<file path="src/rtl/pulse_gen_pkg.sv">
// Shared types and constants for the pulse_gen pulse-train generator.
package pulse_gen_pkg;

  localparam int DEFAULT_WIDTH = 16;
  localparam int MIN_PERIOD    = 2;

  typedef enum logic [1:0] {
    IDLE = 2'd0,
    HIGH = 2'd1,
    LOW  = 2'd2
  } state_t;

  // A legal burst needs a non-empty high phase and a non-empty low phase.
  function automatic logic cfg_legal(input logic [31:0] period, input logic [31:0] high_t);
    return (period >= 32'(MIN_PERIOD)) && (high_t >= 32'd1) && (high_t < period);
  endfunction

endpackage

</file>
<file path="src/rtl/pulse_gen_timer.sv">
// Loadable down-counter shared by the HIGH and LOW phases; expire flags a count of zero.
module pulse_gen_timer
  import pulse_gen_pkg::*;
#(
  parameter int WIDTH = DEFAULT_WIDTH
) (
  input  logic             clk,
  input  logic             rst_n,
  input  logic             load,
  input  logic             en,
  input  logic [WIDTH-1:0] load_val,
  output logic             expire
);

  localparam logic [WIDTH-1:0] ONE = {{(WIDTH-1){1'b0}}, 1'b1};

  logic [WIDTH-1:0] value_r;

  // Load takes priority; otherwise count down and hold at zero.
  always_ff @(posedge clk or negedge rst_n) begin
    if (!rst_n) begin
      value_r <= '0;
    end else if (load) begin
      value_r <= load_val;
    end else if (en && (value_r != '0)) begin
      value_r <= value_r - ONE;
    end else begin
      value_r <= value_r;
    end
  end

  assign expire = (value_r == '0);

endmodule

</file>
<file path="src/rtl/pulse_gen.sv">
// Programmable pulse-train generator: bursts of max(MODE,1) pulses of PERIOD/HIGH_T cycles.
// Optional PULSE_GEN_CONT_EN adds a `cont` input for an endless train.
module pulse_gen
  import pulse_gen_pkg::*;
#(
  parameter int WIDTH = DEFAULT_WIDTH
) (
  input  logic             clk,
  input  logic             rst_n,
  input  logic             start,
  input  logic [WIDTH-1:0] PERIOD,
  input  logic [WIDTH-1:0] HIGH_T,
  input  logic [1:0]       MODE,
`ifdef PULSE_GEN_CONT_EN
  input  logic             cont,
`endif
  output logic             PULSEOUT,
  output logic             busy,
  output logic             done,
  output logic             err
);

  localparam logic [WIDTH-1:0] ONE = {{(WIDTH-1){1'b0}}, 1'b1};

  state_t           state_r;
  logic [WIDTH-1:0] period_r;
  logic [WIDTH-1:0] high_r;
  logic [1:0]       n_r;
  logic [1:0]       pulse_cnt_r;
  logic             pulse_r;
  logic             busy_r;
  logic             done_r;
  logic             err_r;
`ifdef PULSE_GEN_CONT_EN
  logic             cont_r;
  logic             stop_r;
`endif

  logic             legal_s;
  logic             again_s;
  logic             tmr_load_s;
  logic             tmr_en_s;
  logic [WIDTH-1:0] tmr_val_s;
  logic             tmr_expire_s;

  assign legal_s = cfg_legal(32'(PERIOD), 32'(HIGH_T));

  // Decide at the end of a LOW phase whether another pulse follows.
  always_comb begin
    again_s = 1'b0;
`ifdef PULSE_GEN_CONT_EN
    if (cont_r) begin
      again_s = cont && !stop_r;
    end else begin
      again_s = (pulse_cnt_r != n_r);
    end
`else
    again_s = (pulse_cnt_r != n_r);
`endif
  end

  // Timer reload values: each phase is loaded with its length minus one.
  always_comb begin
    tmr_load_s = 1'b0;
    tmr_en_s   = 1'b0;
    tmr_val_s  = '0;
    case (state_r)
      IDLE: begin
        if (start && legal_s) begin
          tmr_load_s = 1'b1;
          tmr_val_s  = HIGH_T - ONE;
        end else begin
          tmr_load_s = 1'b0;
        end
      end
      HIGH: begin
        if (tmr_expire_s) begin
          tmr_load_s = 1'b1;
          tmr_val_s  = period_r - high_r - ONE;
        end else begin
          tmr_en_s = 1'b1;
        end
      end
      LOW: begin
        if (tmr_expire_s && again_s) begin
          tmr_load_s = 1'b1;
          tmr_val_s  = high_r - ONE;
        end else begin
          tmr_en_s = 1'b1;
        end
      end
      default: begin
        tmr_load_s = 1'b0;
      end
    endcase
  end

  pulse_gen_timer #(.WIDTH(WIDTH)) u_timer (
    .clk      (clk),
    .rst_n    (rst_n),
    .load     (tmr_load_s),
    .en       (tmr_en_s),
    .load_val (tmr_val_s),
    .expire   (tmr_expire_s)
  );

  // Burst sequencer with registered outputs and shadowed configuration.
  always_ff @(posedge clk or negedge rst_n) begin
    if (!rst_n) begin
      state_r     <= IDLE;
      period_r    <= '0;
      high_r      <= '0;
      n_r         <= 2'd0;
      pulse_cnt_r <= 2'd0;
      pulse_r     <= 1'b0;
      busy_r      <= 1'b0;
      done_r      <= 1'b0;
      err_r       <= 1'b0;
`ifdef PULSE_GEN_CONT_EN
      cont_r      <= 1'b0;
      stop_r      <= 1'b0;
`endif
    end else begin
      done_r <= 1'b0;
      err_r  <= 1'b0;
      case (state_r)
        IDLE: begin
          if (start && legal_s) begin
            period_r    <= PERIOD;
            high_r      <= HIGH_T;
            n_r         <= (MODE == 2'd0) ? 2'd1 : MODE;
            pulse_cnt_r <= 2'd1;
            pulse_r     <= 1'b1;
            busy_r      <= 1'b1;
            state_r     <= HIGH;
`ifdef PULSE_GEN_CONT_EN
            cont_r      <= cont;
            stop_r      <= 1'b0;
`endif
          end else if (start) begin
            err_r <= 1'b1;
          end
        end
        HIGH: begin
          if (tmr_expire_s) begin
            pulse_r <= 1'b0;
            state_r <= LOW;
          end
        end
        LOW: begin
          if (tmr_expire_s && again_s) begin
            pulse_r <= 1'b1;
            state_r <= HIGH;
`ifdef PULSE_GEN_CONT_EN
            if (!cont_r) pulse_cnt_r <= pulse_cnt_r + 2'd1;
`else
            pulse_cnt_r <= pulse_cnt_r + 2'd1;
`endif
          end else if (tmr_expire_s) begin
            busy_r  <= 1'b0;
            done_r  <= 1'b1;
            state_r <= IDLE;
          end
        end
        default: begin
          pulse_r <= 1'b0;
          busy_r  <= 1'b0;
          state_r <= IDLE;
        end
      endcase
`ifdef PULSE_GEN_CONT_EN
      // Once cont drops during a continuous train, the train ends at the next LOW end.
      if (busy_r && cont_r && !cont) stop_r <= 1'b1;
`endif
    end
  end

  assign PULSEOUT = pulse_r;
  assign busy     = busy_r;
  assign done     = done_r;
  assign err      = err_r;

endmodule

</file>
<file path="config.mk">
export PLATFORM = sky130hd
export DESIGN_NAME = pulse_gen
export DESIGN_NICKNAME = d
export VERILOG_FILES = /design/src/rtl/pulse_gen_pkg.sv /design/src/rtl/pulse_gen_timer.sv /design/src/rtl/pulse_gen.sv
export SDC_FILE = /design/constraint.sdc
export NUM_CORES = 1
export LEC_CHECK = 0
export ABC_AREA = 1
export CAP_MARGIN = 30
export CORE_UTILIZATION = 60
export CTS_CLUSTER_DIAMETER = 30
export DETAILED_ROUTE_END_ITERATION = 16
export GPL_ROUTABILITY_DRIVEN = 0
export GPL_TIMING_DRIVEN = 0
export PLACE_DENSITY_LB_ADDON = 0.05
export SYNTH_ARGS = -nofsm -noshare
export SYNTH_HDL_FRONTEND = slang
export SYNTH_SLANG_ARGS = --single-unit
</file>
<file path="constraint.sdc">
create_clock -name clk -period 3.3 [get_ports clk]
set_input_delay 0.99 -clock clk [delete_from_list [all_inputs] [get_ports clk]]
set_output_delay 0.99 -clock clk [all_outputs]
set_load 0.05 [all_outputs]
</file>
==> out/metrics.csv <==
metric,value,unit
first-pass GRT wire length,23340,µm
"EDFF count, synth",0,
sequential cell area fraction in the yosys report,27.95,%
IO buf count,40,
WP data required,3.54,ns
vias in the first global route,4991,
gr usage total,34.37,%
crit path launch type,input port,
Sequential cell area,1451,µm²
Post-Syn Instances,801,
Max-Cap Viols,0,
Inserted Clock Buffers,9,
clock buffer depth,2,
CTS tree,built,
"commonest non-fill, non-tap cell in the layout",nand2_1,
CTS Root Cell,clkbuf_8,
"Net Count, Synth",877,
Synth Flop Type,dfrtp_1,
Yosys cell types,34,
Power Internal,0.002558,W
status,"finished, final reports clean",
Sink Count,58,
Leakage Power,3.090,nW
"critical path fanouts, max",8,
H-tree lvl count,3,
"Cell Area, Synth",5194,µm²
DIE HEIGHT,95.04,µm
power density cells,879.0,nW/µm²
Die Wd,95.04,µm
Post-Place Worst Slack,-0.2592,ns
"Clk Latency, worst-skew pair",0.35,ns
Final setup viols,0,
I/O Pins,41,
Starting Density,62.58,%
Max Clk Rate,314.3,MHz
Pins Over Slew Limit,0,
GRT overflow,0,
Vias/cell,5.547,
DR iter-0 viols,356,
most frequent cells in the layout,"252 x nand2_1, 112 x inv_1, 86 x nor2_1",
crit path DAT,3.42,ns
"antenna viol nets, final",0,
DR WL/cell,14.75,µm
drt pass-1 iters,7,
final hold viol count,0,
DRC,0,
Worst Skew,0.01897,ns
"FFs w/ async S/R, synth",100.0,%
Final HPWL DP,11570,µm
clock transition at the registers of the reported paths,0.07,ns
post-CTS resize count,0,
"Net count, final",929,
share of cells above drive strength 1,6.184,%
drt total wl,14190,µm
Max-slew headroom,44.07,%
FF-to-FF setup slack,0.61,ns
Net Sw Frac,51.10,%
Core Box Area,8299,µm²
Rows,33,
end-of-flow core utilization,71.69,%
Vias,5336,
post-synthesis register bit count,58,
fin worst setup slack,0.1183,ns
largest net degree at the start of global routing,36,
initial antenna violation count,0,
Clk pwr share,12.2,%
Period minus WS final,3.182,ns
die area,9033,µm²
Tcrit/Tclk final,96.42,%
WS Path Type,input port to flop,
worst hold path class,flop to flop,
Ant. Diodes,0,
Ys Warns,0,
syn_area_per_cell,6.484,µm²
multi-input logic area,3249,µm²
logic gate share of total power,61.2,%
Post-CTS Setup Repair Bufs,0,
P_sw,0.002672,W
Flop pwr share,26.6,%
fill cell count,718,
Area growth syn-to-layout,14.55,%
Slew @ Worst Pin,0.8389,ns
worst vdd ir,0.5587,mV
hold_buf cts,0,
CP Capture Type,flop,
==> flip-flops by register name (all words and copies together) (netlist names) <==
register,count
err,1
PULSEOUT,1
state_r,2
u_timer.value_r,16
n_r,2
high_r,16
period_r,16
busy,1
done,1
pulse_cnt_r,2
==> metal layers <==
| metal | routed length, µm | share of wire (%) | global-route usage (%) |
|---|---|---|---|
| met5 | 0 | 0 | 0 |
| met4 | 552 | 3.9 | 15.53 |
| met3 | 1001 | 7.1 | 5.821 |
| met2 | 6298 | 44 | 54.32 |
| met1 | 6336 | 45 | 46.11 |
==> synth_stat cells (all sizes together), types with 9 or more instances <==
cell type	number	area share, %
nand4	13	1.6
xnor2	13	2.2
nand2	256	19
xor2	28	4.7
nor3	13	1.7
buf	9	1.0
dfrtp	58	28
o21ai	60	5.8
inv	116	8.4
a21oi	21	2.1
ha	38	9.2
nor2	92	6.9
nand3	54	5.7
==> critical path, cell delays in order <==
cell and delay, ns:
clkdlybuf4s50_1 0.61, ha_1 0.29, nand2_1 0.06, nand2_1 0.05, nand2_1 0.06, nand2_1 0.05
nand2_1 0.05, nand3_1 0.13, nor2_4 0.20, nand3_4 0.15, a21oi_2 0.38, nand3b_1 0.23
nand2_1 0.10, nand2_1 0.05
==> power by group through the flow <==
| stage | Combinational [W] | Clock, W | Sequential (W) |
|---|---|---|---|
| final | 0.00320 | 0.000637 | 0.00139 |
| after CTS | 0.00315 | 0.000633 | 0.00138 |
| after detailed placement | 0.00312 | 0 | 0.00139 |
| after floorplan | 0.00238 | 0 | 0.00133 |
| after global placement | 0.00299 | 0 | 0.00137 |
| after global routing | 0.00363 | 0.000664 | 0.00143 |
==> per-stage QoR <==
step | power [W] | instance area (µm²) | hold WS (ns) | TNS [ns] | std cells
after floorplan | 0.003711 | 5194 | 0.4553 | 0 | 801
after global placement | 0.004366 | 5725 | 0.4766 | -39.06 | 946
after detailed placement | 0.004506 | 5741 | 0.4818 | -5.739 | 947
after CTS | 0.005157 | 5931 | 0.4969 | 0 | 962
after global routing | 0.005725 | 5949 | 0.5169 | -0.05794 | 962
final | 0.005230 | 5949 | 0.4942 | 0 | 962
==> cell type report <==
type / count / share of cell area (%)
Inverter: 116 / 7.319
Multi-Input combinational cell: 614 / 54.62
Sequential cell: 58 / 24.40
Clock inverter: 1 / 0.1262
Clock buffer: 14 / 3.070
Timing Repair Buffer: 41 / 7.066
Tap cell: 105 / 2.208
Buffer: 13 / 1.199
==> cells by family after synthesis <==
group	Yosys count	synth area share (%)
buffers and inverters	129	9.708
adder cells (fa/ha/maj)	39	9.540
AND/OR/NAND/NOR	446	37.05
XOR/XNOR	41	6.914
flip-flops	58	27.95
AO/OA/AOI/OAI	88	8.841
==> final timing paths <==
path	start	end	depth (start not counted)
worst max register to register	u_timer.value_r[0]	u_timer.value_r[2]	11
worst max-delay path	HIGH_T[9]	u_timer.value_r[2]	14
worst min-delay path	busy	busy	2
max in group asynchronous	rst_n	period_r[12]	2
min in group asynchronous	rst_n	u_timer.value_r[9]	1
worst min register to register	busy	busy	2
Power figures use the tool's default switching activity.
